--- src/rtl/byte_word_packer.sv ---
// Packs a valid/ready byte stream into 32-bit words with lane mask, last flag and word counter.
// Define BYTE_WORD_PACKER_MSB_FIRST_EN to place the first byte of each word in [31:24].
module byte_word_packer #(
   parameter logic [7:0]  PAD_BYTE = 8'h00,
   parameter int unsigned CNT_W    = 16
) (
   input  logic             clk,
   input  logic             rst_n,
   input  logic             in_valid_i,
   output logic             in_ready_o,
   input  logic [7:0]       in_byte_i,
   input  logic             in_last_i,
   output logic             word_valid_o,
   input  logic             word_ready_i,
   output logic [31:0]      word_data_o,
   output logic [3:0]       word_mask_o,
   output logic             word_last_o,
   output logic [CNT_W-1:0] word_count_o
);

   logic [23:0]      acc_q, acc_d;
   logic [1:0]       cnt_q, cnt_d;
   logic             valid_q, valid_d;
   logic [31:0]      data_q, data_d;
   logic [3:0]       mask_q, mask_d;
   logic             last_q, last_d;
   logic [CNT_W-1:0] count_q, count_d;

   logic        accept;
   logic        form;
   logic        drain;
   logic [31:0] acc_ext;
   logic [31:0] word_new;
   logic [3:0]  mask_new;
   logic [7:0]  lane;

   // A slot frees up either when empty or when the held word leaves this cycle.
   assign in_ready_o = ~valid_q | word_ready_i;
   assign accept     = in_valid_i & in_ready_o;
   assign form       = accept & ((cnt_q == 2'd3) | in_last_i);
   assign drain      = valid_q & word_ready_i;
   assign acc_ext    = {8'h00, acc_q};

   // Lane k in arrival order: pending bytes, then the incoming byte, then padding.
   always_comb begin
      word_new = '0;
      mask_new = '0;
      lane     = PAD_BYTE;
      for (int k = 0; k < 4; k++) begin
         if (k < int'(cnt_q)) begin
            lane = acc_ext[8*k +: 8];
         end else if (k == int'(cnt_q)) begin
            lane = in_byte_i;
         end else begin
            lane = PAD_BYTE;
         end
`ifdef BYTE_WORD_PACKER_MSB_FIRST_EN
         word_new[8*(3-k) +: 8] = lane;
         mask_new[3-k]          = (k <= int'(cnt_q));
`else
         word_new[8*k +: 8] = lane;
         mask_new[k]        = (k <= int'(cnt_q));
`endif
      end
   end

   always_comb begin
      acc_d   = acc_q;
      cnt_d   = cnt_q;
      valid_d = valid_q;
      data_d  = data_q;
      mask_d  = mask_q;
      last_d  = last_q;
      count_d = count_q;

      if (accept) begin
         if (form) begin
            cnt_d = 2'd0;
         end else begin
            case (cnt_q)
               2'd0:    acc_d[7:0]   = in_byte_i;
               2'd1:    acc_d[15:8]  = in_byte_i;
               2'd2:    acc_d[23:16] = in_byte_i;
               default: acc_d        = acc_q;
            endcase
            cnt_d = cnt_q + 2'd1;
         end
      end

      // A fresh word overrides a simultaneous drain so valid stays high.
      if (form) begin
         valid_d = 1'b1;
         data_d  = word_new;
         mask_d  = mask_new;
         last_d  = in_last_i;
      end else if (drain) begin
         valid_d = 1'b0;
      end

      if (drain) begin
         count_d = count_q + {{(CNT_W-1){1'b0}}, 1'b1};
      end
   end

   always_ff @(posedge clk or negedge rst_n) begin
      if (!rst_n) begin
         acc_q   <= '0;
         cnt_q   <= '0;
         valid_q <= 1'b0;
         data_q  <= '0;
         mask_q  <= '0;
         last_q  <= 1'b0;
         count_q <= '0;
      end else begin
         acc_q   <= acc_d;
         cnt_q   <= cnt_d;
         valid_q <= valid_d;
         data_q  <= data_d;
         mask_q  <= mask_d;
         last_q  <= last_d;
         count_q <= count_d;
      end
   end

   assign word_valid_o = valid_q;
   assign word_data_o  = data_q;
   assign word_mask_o  = mask_q;
   assign word_last_o  = last_q;
   assign word_count_o = count_q;

endmodule

--- config.mk ---
export PLATFORM = sky130hd
export DESIGN_NAME = byte_word_packer
export DESIGN_NICKNAME = d
export VERILOG_FILES = /design/src/rtl/byte_word_packer.sv
export SDC_FILE = /design/constraint.sdc
export NUM_CORES = 1
export LEC_CHECK = 0
export ABC_AREA = 1
export CORE_MARGIN = 10
export CORE_UTILIZATION = 55
export CTS_CLUSTER_SIZE = 20
export DETAILED_ROUTE_END_ITERATION = 16
export PLACE_DENSITY_LB_ADDON = 0.25
export SLEW_MARGIN = 20
export SYNTH_ARGS = -nofsm -noshare
export SYNTH_HDL_FRONTEND = slang
export SYNTH_SLANG_ARGS = --single-unit
--- constraint.sdc ---
create_clock -name clk -period 3.15 [get_ports clk]
set_input_delay 0.315 -clock clk [delete_from_list [all_inputs] [get_ports clk]]
set_output_delay 0.315 -clock clk [all_outputs]
set_load 0.05 [all_outputs]
==> metrics.md <==
| Metric | Value |
|---|---|
| Status | `finished clean` |
| Worst setup SP type | `register` |
| Worst setup endpoint | `word_data_o[9]$_DFFE_PN0P_` |
| Reg2reg end | `word_data_o[9]$_DFFE_PN0P_` |
| Drt pass-1 iters | `4` |
| Max-Cap Viols | `0` |
| Initial antenna violation count | `0` |
| Critical path required time | `about 3.3 ns` |
| Delay of the slowest critical-path stage | `a little over 0.6 ns` |
| Post-detailed-route via-to-cell ratio | `between 5 and 6` |
| Overflow after GRT | `0` |
| Tcrit/Tclk final | `68.9%` |
| IO Port Bufs | `67` |
| Clock sink total | `80` |
| Hold buffer count at CTS | `0` |
| Commonest non-fill, non-tap cell in the layout | `nand2_1` |
| Initial drt markers | `138` |
| Worst clock skew | `around 0.0085 ns` |
| Routed len/inst | `about 15 µm` |
| Sw Pwr | `around 0.0015 W` |
| Worst-Skew Late Latency | `about 0.35 ns` |
| Hold WC Path Type | `in -> async` |
| Via count | `around 2900` |
| Avg Inst Size Synth | `~9.1 µm²` |
| Tmin final | `2.17 ns` |
| Slew margin rel. | `between 30% and 40%` |
| Critical path, cell by cell | `ha_1 -> nor2_4 -> nor2_2 -> inv_2 -> nand2_1 -> o21ai_0` |
| Fmax | `around 460 MHz` |
| Clock Tree Buf Depth | `2` |
| Ant. Diodes | `0` |
| CP Buf/Inv Count | `1` |
| Rows | `29` |
| Die height | `between 100 and 150 µm` |
| Clk slew on worst S/H paths | `roughly 0.08 ns` |
| DR DRC count | `0` |
| First-pass GRT wire length | `around 14000 µm` |
| Final setup viols | `0` |
| Most frequent cells in the layout | `nand2_1, dfrtp_1, clkdlybuf4s50_1` |
| Cell family with most CP delay | `flip-flops` |
| Share of cells above drive strength 1 | `11.6%` |
| Total setup buffers inserted after CTS | `0` |
| Final antenna-violating net count | `0` |
| Pin count of the biggest net entering global routing | `81` |
| Routed WL | `8350 µm` |
| Fin. Hold Viols | `0` |
| CTS Buf Count | `9` |
| PostCTS Resize Cnt | `0` |
| Initial Utilization | `a little under three fifths` |
| Io pins | `~70` |
| Post-synthesis cell area | `roughly 0.0037 mm²` |
| Die X | `102 µm` |
| Leakage power | `2.14 nW` |
| Worst r2r path cells | `6` |
| Min Hold Slack | `0.139 ns` |
| Root Buffer | `clkbuf_8` |
| CTS tree | `done` |
| Synth Warn # | `0` |
| WP data arrival | `roughly 2.4 ns` |
| RSZ-0062 raised after global routing | `false` |
| Final Util | `71.0%` |
| Die ar. | `between 0.01 and 0.015 mm²` |
| Worst setup EP type | `register` |
| H-tree levels | `3` |
| Max-slew violations | `0` |
| Switching share of power | `41.0%` |
| Post-synth cell types | `25` |
| VDD IR-drop max | `about 0.63 mV` |
| WS Path Type | `reg -> reg` |
| Worst R2R Start | `cnt_q[1]$_DFFE_PN0P_` |
| Share of the yosys chip area belonging to registers | `between 50% and 60%` |
| Final std cells w/o fill | `550` |
| Area Overhead vs Synth | `24.0%` |
| Placed Cells | `534` |
| Internal power | `approximately 0.0022 W` |
| First element of the critical path | `cnt_q[1]$_DFFE_PN0P_` |
| Gp weighted congestion | `between 0.8 and 0.9` |
| Slew @ Worst Pin | `0.987 ns` |
| Clock power share | `between 20% and 30%` |
| Part of the power in registers | `between 40% and 50%` |
| Area of the core | `between 0.006 and 0.007 mm²` |
| P per Cell Area | `around 830 mW/mm²` |
| GRT Total Usage | `16.7%` |
| Dpl hpwl | `just under 6000 µm` |
| Final #Nets | `488` |
| CP Max Fanout | `52` |
| Vias in the first global route | `2828` |
| Syn Nets | `423` |
| Flops & latches, synth | `80` |
| Logic pwr share | `39.0%` |
| Post-Synthesis Cells | `403` |
| R2R Setup Slk | `around 1 ns` |
| Crit. path cell count | `6` |
| Setup_tns | `0 ns` |
| Slowest stage cell, crit path | `dfrtp_1` |
-- power groups by stage --
stage	registers (W)	logic, W	clock network [W]
2_1_floorplan	0.00204	0.000497	0
3_3_place_gp	0.00154	0.00144	0
3_5_place_dp	0.00155	0.00148	0
4_1_cts	0.00154	0.00149	0.000773
5_1_grt	0.00158	0.00159	0.000812
6_report	0.00154	0.00147	0.000762
-- worst reg2reg max path: cells and delay by family, from the launching register on --
family | cells | cell delay (ns)
DFF | 1 | 0.62
and+or+nand+nor | 3 | 0.58
AOI/OAI and AO/OA | 1 | 0.10
adders and majority gates | 1 | 0.31
buffers and inverters | 1 | 0.41
-- state kept, by name (all words and copies together), names as in the netlist --
name          count
acc_q            24
cnt_q             2
word_count_o     16
word_data_o      32
word_last_o       1
word_mask_o       4
word_valid_o      1
-- metal layers --
metal | vias up | wire (µm) | track usage, %
li1 | 1403 | - | -
met1 | 1376 | 3590 | 20.3
met2 | 70 | 4120 | 27.3
met3 | 4 | 594 | 4.83
met4 | 0 | 46 | 6.65
met5 | - | 0 | 0
-- worst min-delay path by stage --
stage	to	depth (start not counted)	start	slack (ns)
6_report	word_valid_o$_DFFE_PN0P_	1	rst_n	0.14
5_1_grt	word_count_o[15]$_DFFE_PN0P_	1	rst_n	0.20
2_1_floorplan	acc_q[0]$_DFFE_PN0P_	0	rst_n	0.02
4_1_cts	word_count_o[13]$_DFFE_PN0P_	1	rst_n	0.17
3_5_place_dp	word_mask_o[2]$_DFFE_PN0P_	2	word_mask_o[2]$_DFFE_PN0P_	0.46
3_3_place_gp	word_last_o$_DFFE_PN0P_	2	word_last_o$_DFFE_PN0P_	0.46
-- logic make-up (layout without fill, tap and decap cells) --
family | count (synthesis) | after routing | share of synthesized area (%)
AND/OR/NAND/NOR | 182 | 182 | 22.2
flip-flops | 80 | 80 | 54.8
AO/OA/AOI/OAI | 76 | 76 | 12.3
adder cells (fa/ha/maj) | 7 | 7 | 2.40
XOR/XNOR | 10 | 10 | 2.40
buffers and inverters | 48 | 118 | 5.99
-- through the flow --
stage               instance area, µm²  power (W)  setup WS (ns)
floorplan                         3660    0.00254           1.52
global placement                  4330    0.00299           1.03
detailed placement                4330    0.00303          0.900
CTS                               4530    0.00380          0.985
global route                      4530    0.00398          0.770
finish                            4530    0.00377          0.981
-- cell type report --
cell class,count,area (µm²)
multi-input combinational,275,1440
inverter,35,131
clock buffer,13,159
timing repair buffer,67,668
sequential,80,2000
tap,77,96.3
fill,510,1850
clock inverter,3,40.0
-- cell usage after synthesis, drive strengths merged --
| library cell | instances | share of area (%) |
|---|---|---|
| xnor2 | 5 | 1.2 |
| nand3 | 7 | 0.96 |
| a21oi | 8 | 1.1 |
| buf | 11 | 2.2 |
| xor2 | 5 | 1.2 |
| clkbuf | 2 | 0.21 |
| o21ai | 68 | 11 |
| nor3 | 3 | 0.72 |
| nand4 | 2 | 0.34 |
| nand3b | 2 | 0.41 |
| nor2 | 28 | 3.8 |
| ha | 7 | 2.4 |
| inv | 35 | 3.6 |
| nand2 | 139 | 16 |
| or2 | 1 | 0.17 |
| dfrtp | 80 | 55 |
Note: power is estimated with default switching activity, not from simulation.
